`src/rtl/vn_alloc_pkg.sv`:
```
// vn_alloc_pkg
//   Shared definitions for the row-to-virtual-neuron allocator.
//   - state_e : allocator FSM encoding (IDLE, FILL, FLUSH2)
//   - vn_pad  : identity VN-ID vector (slot k carries VN-ID k). Pad slots
//               therefore never share an ID with a neighbour.
package vn_alloc_pkg;

    typedef enum logic [1:0] {
        ST_IDLE   = 2'd0,
        ST_FILL   = 2'd1,
        ST_FLUSH2 = 2'd2
    } state_e;

    // Upper bound on NUM_PES*LOG2_PES supported by vn_pad.
    localparam int PAD_MAX_W = 256;

    // Identity VN-ID vector: field k (LOG2_PES bits wide) holds the value k.
    function automatic logic [PAD_MAX_W-1:0] vn_pad(input int num_pes, input int log2_pes);
        logic [PAD_MAX_W-1:0] v;
        v = '0;
        for (int k = 0; k < num_pes; k++) begin
            for (int b = 0; b < log2_pes; b++) begin
                v[k*log2_pes + b] = k[b];
            end
        end
        return v;
    endfunction

endpackage

```
`src/rtl/vn_alloc_if.sv`:
```
// vn_alloc_if
//   Row-stream input and packed-cycle output bundle of vn_alloc.
//   Inputs : i_row_len, i_row_valid, i_row_last, i_stationary
//   Outputs: o_row_ready, o_vn, o_pe_mask, o_stationary, o_data_valid,
//            o_first_row, o_err
//   master modport = row source / output sink, slave modport = vn_alloc.
interface vn_alloc_if #(
    parameter int NUM_PES  = 4,
    parameter int LOG2_PES = 2,
    parameter int ROW_W    = 16
);
    logic [LOG2_PES:0]          i_row_len;
    logic                       i_row_valid;
    logic                       i_row_last;
    logic                       o_row_ready;
    logic                       i_stationary;
    logic [NUM_PES*LOG2_PES-1:0] o_vn;
    logic [NUM_PES-1:0]         o_pe_mask;
    logic                       o_stationary;
    logic                       o_data_valid;
    logic [ROW_W-1:0]           o_first_row;
    logic                       o_err;

    modport master (
        output i_row_len, i_row_valid, i_row_last, i_stationary,
        input  o_row_ready, o_vn, o_pe_mask, o_stationary, o_data_valid,
               o_first_row, o_err
    );

    modport slave (
        input  i_row_len, i_row_valid, i_row_last, i_stationary,
        output o_row_ready, o_vn, o_pe_mask, o_stationary, o_data_valid,
               o_first_row, o_err
    );
endinterface

```
`src/rtl/vn_alloc_slot_fill.sv`:
```
// vn_slot_fill
//   Combinational slot writer. Given the current fill level and a row length,
//   stamps slots fill..fill+len-1 with VN-ID = fill and sets their mask bits;
//   all other slots pass through unchanged.
//   Ports: fill_i, len_i, vn_i, mask_i -> vn_o, mask_o
module vn_slot_fill #(
    parameter int NUM_PES  = 4,
    parameter int LOG2_PES = 2
) (
    input  logic [LOG2_PES:0]           fill_i,
    input  logic [LOG2_PES:0]           len_i,
    input  logic [NUM_PES*LOG2_PES-1:0] vn_i,
    input  logic [NUM_PES-1:0]          mask_i,
    output logic [NUM_PES*LOG2_PES-1:0] vn_o,
    output logic [NUM_PES-1:0]          mask_o
);
    always_comb begin
        vn_o   = vn_i;
        mask_o = mask_i;
        for (int k = 0; k < NUM_PES; k++) begin
            if ((k >= int'(fill_i)) && (k < int'(fill_i) + int'(len_i))) begin
                // The row's VN-ID is its starting slot, unique within the cycle.
                vn_o[k*LOG2_PES +: LOG2_PES] = fill_i[LOG2_PES-1:0];
                mask_o[k]                    = 1'b1;
            end
        end
    end
endmodule

```
`src/rtl/vn_alloc.sv`:
```
// vn_alloc
//   Packs whole output rows (by nonzero count) into NUM_PES-slot cycles for
//   the FAN reduction controller. A row is never split across cycles.
//   Ports:
//     clk, rst  : clock, asynchronous active-high reset
//     bus       : vn_alloc_if slave (row stream in, packed cycle out)
//   Outputs are registered: o_data_valid rises the cycle after the accepting
//   edge. An overflow row that also completes its own buffer (last or full)
//   produces two strobes on consecutive cycles; rows are held off for one
//   cycle (FLUSH2) while the second one goes out.
module vn_alloc
    import vn_alloc_pkg::*;
#(
    parameter int NUM_PES  = 4,
    parameter int LOG2_PES = 2,
    parameter int ROW_W    = 16
) (
    input logic      clk,
    input logic      rst,
    vn_alloc_if.slave bus
);
    localparam int FW = LOG2_PES + 1;
    localparam int VW = NUM_PES * LOG2_PES;
    localparam logic [VW-1:0] PAD   = VW'(vn_pad(NUM_PES, LOG2_PES));
    localparam logic [FW-1:0] PES_F = FW'(NUM_PES);
    localparam logic [FW:0]   PES_S = (FW+1)'(NUM_PES);

    state_e               state_q, state_d;
    logic [FW-1:0]        fill_q, fill_d;
    logic [ROW_W-1:0]     row_cnt_q, row_cnt_d;
    logic                 err_q, err_d;
    logic                 dv_q, dv_d;
    logic [VW-1:0]        vn_out_q, vn_out_d;
    logic [NUM_PES-1:0]   mask_out_q, mask_out_d;
    logic                 stat_out_q, stat_out_d;
    logic [ROW_W-1:0]     first_out_q, first_out_d;
    // Packing buffer payload; only meaningful while fill_q > 0.
    logic [VW-1:0]        vn_buf_q, vn_buf_d;
    logic [NUM_PES-1:0]   mask_buf_q, mask_buf_d;
    logic                 stat_buf_q, stat_buf_d;
    logic [ROW_W-1:0]     first_buf_q, first_buf_d;

    logic [FW-1:0]        len;
    logic [FW:0]          sum;
    logic                 fresh, bad, place, ovf, ready, acc;
    logic [FW-1:0]        base_fill;
    logic [VW-1:0]        base_vn, new_vn;
    logic [NUM_PES-1:0]   base_mask, new_mask;
    logic                 emit_old, emit_new;

    assign len   = bus.i_row_len;
    assign fresh = (fill_q == '0);
    assign sum   = {1'b0, fill_q} + {1'b0, len};
    assign bad   = (len > PES_F);
    assign place = (len != '0) && !bad;
    assign ovf   = place && (sum > PES_S);
    assign ready = (state_q != ST_FLUSH2);
    assign acc   = bus.i_row_valid && ready;

    // An overflowing row seeds a brand-new buffer at slot 0; otherwise the
    // row is appended to the current buffer (pad vector when empty).
    assign base_fill = ovf ? '0 : fill_q;
    assign base_vn   = (ovf || fresh) ? PAD : vn_buf_q;
    assign base_mask = (ovf || fresh) ? '0  : mask_buf_q;

    vn_slot_fill #(
        .NUM_PES  (NUM_PES),
        .LOG2_PES (LOG2_PES)
    ) u_slot_fill (
        .fill_i (base_fill),
        .len_i  (len),
        .vn_i   (base_vn),
        .mask_i (base_mask),
        .vn_o   (new_vn),
        .mask_o (new_mask)
    );

    always_comb begin
        state_d     = state_q;
        fill_d      = fill_q;
        row_cnt_d   = row_cnt_q;
        err_d       = err_q;
        dv_d        = 1'b0;
        vn_out_d    = vn_out_q;
        mask_out_d  = mask_out_q;
        stat_out_d  = stat_out_q;
        first_out_d = first_out_q;
        vn_buf_d    = vn_buf_q;
        mask_buf_d  = mask_buf_q;
        stat_buf_d  = stat_buf_q;
        first_buf_d = first_buf_q;
        emit_old    = 1'b0;
        emit_new    = 1'b0;

        case (state_q)
            ST_FLUSH2: begin
                // Second strobe: the buffer seeded by the overflow row.
                emit_old = 1'b1;
                fill_d   = '0;
                state_d  = ST_IDLE;
            end
            default: begin
                if (acc) begin
                    row_cnt_d = row_cnt_q + ROW_W'(1);
                    if (bad) begin
                        err_d = 1'b1;
                    end
                    if (place && !ovf) begin
                        if ((sum == PES_S) || bus.i_row_last) begin
                            emit_new = 1'b1;
                            fill_d   = '0;
                            state_d  = ST_IDLE;
                        end else begin
                            vn_buf_d   = new_vn;
                            mask_buf_d = new_mask;
                            fill_d     = sum[FW-1:0];
                            state_d    = ST_FILL;
                            if (fresh) begin
                                first_buf_d = row_cnt_q;
                                stat_buf_d  = bus.i_stationary;
                            end
                        end
                    end else if (ovf) begin
                        emit_old    = 1'b1;
                        vn_buf_d    = new_vn;
                        mask_buf_d  = new_mask;
                        fill_d      = len;
                        first_buf_d = row_cnt_q;
                        stat_buf_d  = bus.i_stationary;
                        state_d     = ((len == PES_F) || bus.i_row_last) ? ST_FLUSH2 : ST_FILL;
                    end else if (bus.i_row_last && !fresh) begin
                        // Empty or dropped last row still closes a partial buffer.
                        emit_old = 1'b1;
                        fill_d   = '0;
                        state_d  = ST_IDLE;
                    end
                end
            end
        endcase

        if (emit_old) begin
            dv_d        = 1'b1;
            vn_out_d    = vn_buf_q;
            mask_out_d  = mask_buf_q;
            stat_out_d  = stat_buf_q;
            first_out_d = first_buf_q;
        end else if (emit_new) begin
            dv_d        = 1'b1;
            vn_out_d    = new_vn;
            mask_out_d  = new_mask;
            stat_out_d  = fresh ? bus.i_stationary : stat_buf_q;
            first_out_d = fresh ? row_cnt_q : first_buf_q;
        end
    end

    always_ff @(posedge clk or posedge rst) begin
        if (rst) begin
            state_q     <= ST_IDLE;
            fill_q      <= '0;
            row_cnt_q   <= '0;
            err_q       <= 1'b0;
            dv_q        <= 1'b0;
            vn_out_q    <= '0;
            mask_out_q  <= '0;
            stat_out_q  <= 1'b0;
            first_out_q <= '0;
        end else begin
            state_q     <= state_d;
            fill_q      <= fill_d;
            row_cnt_q   <= row_cnt_d;
            err_q       <= err_d;
            dv_q        <= dv_d;
            vn_out_q    <= vn_out_d;
            mask_out_q  <= mask_out_d;
            stat_out_q  <= stat_out_d;
            first_out_q <= first_out_d;
        end
    end

    always_ff @(posedge clk) begin
        vn_buf_q    <= vn_buf_d;
        mask_buf_q  <= mask_buf_d;
        stat_buf_q  <= stat_buf_d;
        first_buf_q <= first_buf_d;
    end

    assign bus.o_row_ready  = ready;
    assign bus.o_vn         = vn_out_q;
    assign bus.o_pe_mask    = mask_out_q;
    assign bus.o_stationary = stat_out_q;
    assign bus.o_data_valid = dv_q;
    assign bus.o_first_row  = first_out_q;
    assign bus.o_err        = err_q;

endmodule

```
`src/flat_wrapper.sv`:
```
// flat-port wrapper written by rule: the top's interface ports become plain ports
module vn_alloc_flat import vn_alloc_pkg::*;
#(
    parameter int NUM_PES  = 4,
    parameter int LOG2_PES = 2,
    parameter int ROW_W    = 16
)
  (clk, rst, bus_i_row_len, bus_i_row_valid, bus_i_row_last, bus_i_stationary, bus_o_row_ready, bus_o_vn, bus_o_pe_mask, bus_o_stationary, bus_o_data_valid, bus_o_first_row, bus_o_err);
  vn_alloc_if #(.NUM_PES(NUM_PES), .LOG2_PES(LOG2_PES), .ROW_W(ROW_W)) bus_i ();
  input logic clk;
  input logic rst;
  input wire logic [$bits(bus_i.i_row_len)-1:0] bus_i_row_len;
  input wire logic [$bits(bus_i.i_row_valid)-1:0] bus_i_row_valid;
  input wire logic [$bits(bus_i.i_row_last)-1:0] bus_i_row_last;
  input wire logic [$bits(bus_i.i_stationary)-1:0] bus_i_stationary;
  output wire logic [$bits(bus_i.o_row_ready)-1:0] bus_o_row_ready;
  output wire logic [$bits(bus_i.o_vn)-1:0] bus_o_vn;
  output wire logic [$bits(bus_i.o_pe_mask)-1:0] bus_o_pe_mask;
  output wire logic [$bits(bus_i.o_stationary)-1:0] bus_o_stationary;
  output wire logic [$bits(bus_i.o_data_valid)-1:0] bus_o_data_valid;
  output wire logic [$bits(bus_i.o_first_row)-1:0] bus_o_first_row;
  output wire logic [$bits(bus_i.o_err)-1:0] bus_o_err;
  assign bus_i.i_row_len = bus_i_row_len;
  assign bus_i.i_row_valid = bus_i_row_valid;
  assign bus_i.i_row_last = bus_i_row_last;
  assign bus_i.i_stationary = bus_i_stationary;
  assign bus_o_row_ready = bus_i.o_row_ready;
  assign bus_o_vn = bus_i.o_vn;
  assign bus_o_pe_mask = bus_i.o_pe_mask;
  assign bus_o_stationary = bus_i.o_stationary;
  assign bus_o_data_valid = bus_i.o_data_valid;
  assign bus_o_first_row = bus_i.o_first_row;
  assign bus_o_err = bus_i.o_err;
  vn_alloc #(.NUM_PES(NUM_PES), .LOG2_PES(LOG2_PES), .ROW_W(ROW_W)) u_core (.clk(clk), .rst(rst), .bus(bus_i));
endmodule
```
`config.mk`:
```
export PLATFORM = sky130hd
export DESIGN_NAME = vn_alloc_flat
export DESIGN_NICKNAME = d
export VERILOG_FILES = /design/src/rtl/vn_alloc_pkg.sv /design/src/rtl/vn_alloc_if.sv /design/src/rtl/vn_alloc_slot_fill.sv /design/src/rtl/vn_alloc.sv /design/src/flat_wrapper.sv
export SDC_FILE = /design/constraint.sdc
export NUM_CORES = 1
export LEC_CHECK = 0
export ABC_CLOCK_PERIOD_IN_PS = 3600
export BUFFER_PORTS_ARGS = -buffer_cell sky130_fd_sc_hd__buf_2
export CORE_ASPECT_RATIO = 1.75
export CORE_MARGIN = 2
export CORE_UTILIZATION = 53
export DETAILED_ROUTE_END_ITERATION = 8
export GPL_ROUTABILITY_DRIVEN = 0
export GPL_TIMING_DRIVEN = 1
export PLACE_DENSITY = 0.75
export SYNTH_ARGS = -nofsm -noshare
export SYNTH_HDL_FRONTEND = slang
export SYNTH_SLANG_ARGS = --single-unit
```
`constraint.sdc`:
```
create_clock -name clk -period 3.6 [get_ports clk]
set_input_delay 0.72 -clock clk [delete_from_list [all_inputs] [get_ports clk]]
set_output_delay 0.72 -clock clk [all_outputs]
set_load 0.02 [all_outputs]
```
### Word level (Yosys, flattened, before mapping)

Index checks and enable logic that the tools add are counted.

| cells by class | value |
|---|---|
| mux-type cells | 57 |
| add/subtract/negate cells | 3 |
| $lt $le $gt $ge | 10 |
| reductions and logical operators | 25 |
| bitwise logic cells | 1 |
| equality and inequality tests | 5 |

Operators with widths:

| operator | number |
|---|---|
| 16-bit two-way mux | 6 |
| 8-bit two-way mux | 6 |
| 1-bit by 32-bit < comparator with 1-bit output, first input constant | 1 |
| 2-bit by 32-bit < comparator with 1-bit output, first input constant | 1 |
| 3-bit by 32-bit < comparator with 1-bit output, first input constant | 1 |
| 4-bit two-way mux | 6 |
| 1-bit two-way mux | 22 |
| 3-bit two-way mux | 7 |
| 2-bit two-way mux | 10 |
| 16-bit by 1-bit adder with 16-bit output, second input constant | 1 |
| 1-bit logical AND | 9 |
| 3-bit by 3-bit adder with 4-bit output | 2 |
| 1-bit by 3-bit greater-or-equal comparator with 1-bit output, first input constant | 2 |
| 2-bit by 3-bit greater-or-equal comparator with 1-bit output, first input constant | 2 |
| 2-bit nonzero test | 3 |
| 4-bit by 3-bit == test with 1-bit output, second input constant | 1 |
| 4-bit by 3-bit greater-than comparator with 1-bit output, second input constant | 1 |
| 2-bit by 4-bit < comparator with 1-bit output, first input constant | 1 |
| 2-bit inequality test, second input constant | 2 |
| 2-bit AND reduction | 2 |
| 4-bit AND reduction | 1 |
| 4-bit nonzero test | 1 |
| 3-bit == test, second input constant | 1 |
| 3-bit greater-than comparator, second input constant | 1 |
| other kinds (7) | 11 |

| word-level totals | value |
|---|---|
| output and inout bits | 32 |
| input port bits | 8 |
| register bits | 81 |
| logic and storage cells | 114 |

### Depth between registers and ports, before layout

| depth | value |
|---|---|
| word-level depth | 11 |
| depth in mapped cells | 15 |
| gate-level depth less buffers | 14 |

### By module

From an unflattened synthesis, not the netlist that was laid out.

| unflattened totals | value |
|---|---|
| cell total of the unflattened synthesis | 327 |
| area total of the unflattened synthesis | 4120.2 sq um |

Modules (own cells, without submodules):

| module | cells an instance | instances | sequential area each (sq um) | area an instance (sq um) |
|---|---|---|---|---|
| vn_alloc | 281 | 1 | 2172.1 | 3741.1 |
| vn_slot_fill | 46 | 1 | 0.0 | 379.1 |

### Least setup slack after synthesis

Ideal clock, no wire load.

| timing | value |
|---|---|
| kind | input to register |
| start | input bus_i_row_len[0] |
| end | register u_core.mask_out_q[0], in the netlist u_core.bus.o_pe_mask[0] |
| setup slack | -0.677 ns |
| data required time | 3.474 ns |
| library setup time | 0.126 ns |
| stages | 15 |
| arrival time | 4.151 ns |
| path buffers | 1 |
| cells stage by stage | ha_1 -> fa_1 -> xnor2_1 -> o221ai_1 -> and2_1 -> clkbuf_1 -> nor2_1 -> ha_1 -> inv_1 -> fa_1 -> nor4b_1 -> a22oi_1 -> or3_1 -> mux2_2 -> a221o_1 |

| on the way | value |
|---|---|
| cells in the longest elaborated chain, start to end | 11 |
| elaborated cells on any way between the ends | 30 |
| classes of those cells | add/sub: 2; order compare: 4; eq/ne: 1; mux: 13; reduce/logical: 10 |

Ends and longest elaborated chain:

| element | line | RTL |
|---|---|---|
| start: declaration | flat_wrapper.sv:12 | `input wire logic [$bits(bus_i.i_row_len)-1:0] bus_i_row_len;` |
| branches (longest 8 deep; another with 1-bit by 32-bit < comparator with 1-bit output) | -- |  |
| 1-bit two-way mux (*) | vn_alloc_slot_fill.sv:21 | `if ((k >= int'(fill_i)) && (k < int'(fill_i) + int'(len_i))) begin` |
| via u_core.new_mask[0] | vn_alloc.sv:48 | `logic [NUM_PES-1:0] base_mask, new_mask;` |
| 4-bit two-way mux (*) | vn_alloc.sv:147 | `end else if (emit_new) begin` |
| 4-bit two-way mux (*) | vn_alloc.sv:141 | `if (emit_old) begin` |
| end signal: assignment | vn_alloc.sv:174 | `mask_out_q <= mask_out_d;` |
| end: declaration | vn_alloc.sv:34 | `logic [NUM_PES-1:0] mask_out_q, mask_out_d;` |

Mark *: on every way through the listed nets, which the timed path passes. The select of a mux whose other input is x is not followed.
A chain may end at the register's enable or synchronous reset.

### Final worst setup path

Same ends and word-level chain as after synthesis.

==> impl.org <==
** Status
- The flow ran to the end, and the final reports show no timing, DRC or antenna violations.

** Clock network
- Root buf cell :: sky130_fd_sc_hd__clkbuf_16
- The clock reaches the later pin of the worst-skew pair after 0.34 ns.
- The clock drives 81 sinks.
- Clock edge transition at the registers on the reported setup and hold paths :: 0.06 ns
- Total number of H-tree levels :: 3
- Clock tree buffer depth :: 2
- CTS Buf Count :: 9
- Number of buffers added to fix hold violations after cts :: 0
- TritonCTS built the clock tree.

** Placed design
- Setup slack after placement :: -0.4851 ns
- Port Buf Inserts :: 39
- Final HPWL from detailed placement :: 6813 µm
- Post-place instance area :: approximately 0.0047 mm²

** STA
- Max_slew headroom :: 51.00%
- The worst path uses 99.35% of the clock period.
- The total count of hold-check failures in the final report came to 0.
- The final max-slew violation count is 0.
- The clock arrives with ~0.0076 ns of skew.
- Final critical path time including I/O delays and setup :: roughly 3.6 ns
- Setup violations remaining at the end of the flow were counted as 0.
- Worst-Margin Slew :: 0.7283 ns
- Final setup slack of the worst path :: 0.02333 ns
- Setup repair after global routing could not meet its margin everywhere.
- Maximum clock frequency :: 279.6 MHz

** Final layout
- FILL cells :: 573
- From synthesis to final layout, the design area changed by 24.35%.
- Number of nets in the final layout :: 441
- Final instance area :: just over 0.005 mm²
- FF/Latch Area :: 0.002172 mm²
- The number of antenna diodes in the final layout is 0.
- The post-route netlist has between 30% and 40% of its cells at a drive strength greater than 1.
- The multi-input combinational cells in the finished layout cover a total of 0.001902 mm².

** Logic synthesis
- Post-synthesis share of cell area spent on xor and xnor gates :: 3.636%
- Share of Yosys cell area claimed by the top area cell type :: 31.78%
- Main combinational cell family by area after synthesis :: compound AO/OA/AOI/OAI gates
- Synthesized-area fraction occupied by and/or/nand/nor cells :: 12.62%
- After technology mapping, the gate count stands at 343.
- Sorting the synthesized cells by area gives the leading types as sky130_fd_sc_hd__dfrtp_1 (32%), sky130_fd_sc_hd__edfxtp_1 (21%), sky130_fd_sc_hd__mux2_2 (5.5%).
- Yosys mapped a number of flops with a built-in enable equal to 29.
- Yosys printed 0 warnings.
- Syn Nets :: 362
- The biggest area contributor in the post-synthesis netlist is sky130_fd_sc_hd__dfrtp_1.
- The most used flip-flop cell after synthesis is sky130_fd_sc_hd__dfrtp_1.
- The average instance in the mapped netlist occupies 11.94 µm².
- In the synthesized netlist, mux cells make up 6.477% of the area.
- Synthesized cell area :: 0.004095 mm²
- Area share of fa/ha/maj cells after synthesis :: under 10%
- Summing the sequential cell areas from Yosys gives 53.04% of the chip area.
- Unique masters post-synth :: 56
- Complex-gate fraction of the synthesized area :: 17.51%
- Counting flops with an async set or reset pin after synthesis yields a share of ~64%.
- Number of storage elements in the synthesis netlist :: 81

** Power and ir drop
- Combinational cells account for 50.7% of the total power.
- Sequential fraction of design power :: 30.2%
- Clock power share :: 19.1%
- For this design the total switching power over the nets is approximately 0.002 W.
- Peak VDD IR :: between 0.0005 and 0.0006 V
- Leakage power figure :: 2.177 nW
- Switching portion of total power :: 38.56%
- Power spread over the standard cell area amounts to 1025 mW/mm².
- Internal power :: 0.003208 W

** Run
- Across the run, the number of max-cap violations was 0.

** Global routing
- Number of antenna violations at the first check in global routing :: 0
- Overall fraction of global-route tracks in use :: 24.35%
- Wire length of the first global-routing pass :: 16010 µm
- Entering global routing, the biggest net connects 28 pins.
- Grt total ovfl :: 0
- Vias in the first global route :: 3236

** Worst setup path
- For the worst setup path, the data required time is approximately 3.8 ns.
- The largest individual stage delay along the critical path comes from the cell sky130_fd_sc_hd__fa_2.
- Sequence of cells on the critical path :: buf_8 > ha_4 > fa_2 > nor2_4 > o221ai_2 > and2_4 > nor2_4 > ha_4 > inv_2 > fa_2 > nor4b_4 > a22oi_2 > or3_1 > mux2_4 > a221o_1
- The critical path is of the in2reg type.
- Along the worst path, the maximum fanout reaches 3.
- Kind of capture point of the worst setup path :: flip-flop
- Slack of the worst reg-to-reg path :: 0.08 ns
- Startpoint type of the worst setup path :: input pin
- Largest stage delay on the critical path :: 0.45 ns
- WP data arrival :: 3.80 ns

** Drt
- Final routed DRC violation total :: 0
- Using the TritonRoute via totals, the vias-per-cell ratio works out to ~6.1.
- For this block, the routed nets add up to 9540 µm of wire.
- Vias :: 3158
- For this block, the initial DRC count from the detailed router was 298.
- For this run, the detailed router's first-pass iteration total came to 4.
- Routed WL per cell :: between 15 and 20 µm
- The count of nets left with antenna violations once routing finished came out at 0.

** Floorplan
- Effective utilization at floorplan :: 54.50%
- Full die area :: 0.008473 mm²
- 40 I/O pins were placed.
- Die Span X :: 70.45 µm
- The floorplan has 42 rows.
- The total area inside the core boundary comes to 0.007515 mm².
- From bottom edge to top edge, the die measures 120.3 µm.

** Worst hold path
- The min-delay analysis places its worst path in the category in2async.
==> cells in the final DEF (no fill, tap or decap), types with 4 or more instances in the layout <==
cell                        count
sky130_fd_sc_hd__a21oi_1       10
sky130_fd_sc_hd__a221o_1       10
sky130_fd_sc_hd__and2_1         5
sky130_fd_sc_hd__and3_1        13
sky130_fd_sc_hd__buf_2         38
sky130_fd_sc_hd__buf_4         42
sky130_fd_sc_hd__clkbuf_16      9
sky130_fd_sc_hd__dfrtp_1       52
sky130_fd_sc_hd__edfxtp_1      29
sky130_fd_sc_hd__ha_1           7
sky130_fd_sc_hd__inv_1          9
sky130_fd_sc_hd__mux2_2        19
sky130_fd_sc_hd__mux2i_1        4
sky130_fd_sc_hd__nand2_1       23
sky130_fd_sc_hd__nand3_1        8
sky130_fd_sc_hd__nand4_1        6
sky130_fd_sc_hd__nor2_1        13
sky130_fd_sc_hd__nor3_1         4
sky130_fd_sc_hd__o211ai_1       4
sky130_fd_sc_hd__o21ai_0        9
sky130_fd_sc_hd__o221a_1        9
sky130_fd_sc_hd__o221a_2        5
sky130_fd_sc_hd__or2_2         14
sky130_fd_sc_hd__xnor2_1       12
sky130_fd_sc_hd__xor2_1         4
==> path summary, 6_finish.rpt <==
check                      cells after the start              from                        end
setup / recovery                              15  bus_i_row_len[0]    u_core.bus.o_pe_mask[0]
hold / removal                                 2               rst  u_core.bus.o_first_row[9]
setup reg to reg                              14  u_core.fill_q[0]    u_core.bus.o_pe_mask[0]
hold reg to reg                                1  u_core.bus.o_err           u_core.bus.o_err
max in group asynchronous                      3               rst         u_core.bus.o_vn[4]
min in group clk                               1  u_core.bus.o_err           u_core.bus.o_err
==> cell usage after synthesis (all sizes together), types with 3 or more instances <==
| master | n |
|---|---|
| a21boi | 3 |
| a21o | 3 |
| a21oi | 14 |
| a221o | 10 |
| a22o | 3 |
| a311oi | 3 |
| and2 | 6 |
| and3 | 13 |
| buf | 7 |
| clkbuf | 7 |
| dfrtp | 52 |
| edfxtp | 29 |
| ha | 9 |
| inv | 12 |
| mux2 | 20 |
| mux2i | 4 |
| nand2 | 24 |
| nand3 | 8 |
| nand4 | 6 |
| nor2 | 16 |
| nor3 | 4 |
| o211ai | 4 |
| o21ai | 12 |
| o221a | 14 |
| or2 | 14 |
| xnor2 | 13 |
| xor2 | 4 |
==> power groups by stage <==
stage / Sequential (W) / Clock [W] / Combinational (W)
floorplan: 0.00175 / 0 / 0.00152
global placement: 0.00158 / 0 / 0.00243
detailed placement: 0.00159 / 0 / 0.00251
CTS: 0.00158 / 0.00101 / 0.00256
global route: 0.00162 / 0.00105 / 0.00286
finish: 0.00158 / 0.000999 / 0.00265
==> area by class of cell <==
class	count	share of cell area, %
Sequential cell	81	42.65
Multi-Input combinational cell	235	37.35
Timing Repair Buffer	82	10.44
Clock buffer	10	4.693
Tap cell	88	2.162
Clock inverter	6	1.744
Inverter	13	0.9582
==> sequential cells by signal, indices dropped and copies added, names as in the netlist <==
name and cells:
u_core.bus.o_data_valid 1, u_core.bus.o_err 1, u_core.bus.o_first_row 16, u_core.bus.o_pe_mask 4, u_core.bus.o_stationary 1, u_core.bus.o_vn 8, u_core.fill_q 3, u_core.first_buf_q 16
u_core.mask_buf_q 4, u_core.row_cnt_q 16, u_core.stat_buf_q 1, u_core.state_q 2, u_core.vn_buf_q 8
==> kinds of logic (layout without fill, tap and decap cells) <==
family	Yosys count	in the layout
simple gates	99	99
compound gates	84	84
flops	81	81
buf+inv	27	111
mux	24	24
xor+xnor	17	17
fa+ha+maj	11	11
==> critical path: cells and delay by family <==
kind	cells	cell delay [ns]
adder cells (fa/ha/maj)	4	1.10
AND/OR/NAND/NOR	5	0.99
AO/OA/AOI/OAI	3	0.57
multiplexers	1	0.28
buffers and inverters	2	0.13
==> layer usage <==
layer  share of wire [%]  vias to the layer above  GRT usage, %
met5                   0                        -             0
met4                 3.6                        0         12.02
met3                 4.8                       32         5.667
met2                  55                       95         43.28
met1                  37                     1577         26.74
li1                    -                     1454             -
==> repair_timing <==
| item | in CTS | in global routing |
|---|---|---|
| endpoints found under the setup margin | 4 | 7 |
| gates resized for setup | 4 | 5 |
| setup buffers | 3 | 5 |
| pin swaps | 2 | 5 |
==> through the flow <==
stage / total power (W) / hold slack, ns / std cells / utilization [%] / setup TNS (ns)
after global placement: 0.004015 / 0.4333 / 491 / 62.07 / -3.618
after floorplan: 0.003276 / 0.4549 / 343 / - / -1.863
after global routing: 0.005535 / 0.4700 / 515 / 67.77 / -0.2756
final: 0.005222 / 0.4284 / 515 / 67.77 / 0
after detailed placement: 0.004102 / 0.4390 / 491 / 62.07 / -5.277
after CTS: 0.005148 / 0.4495 / 510 / 66.93 / -0.01455
(Power assumes the default switching activity.)
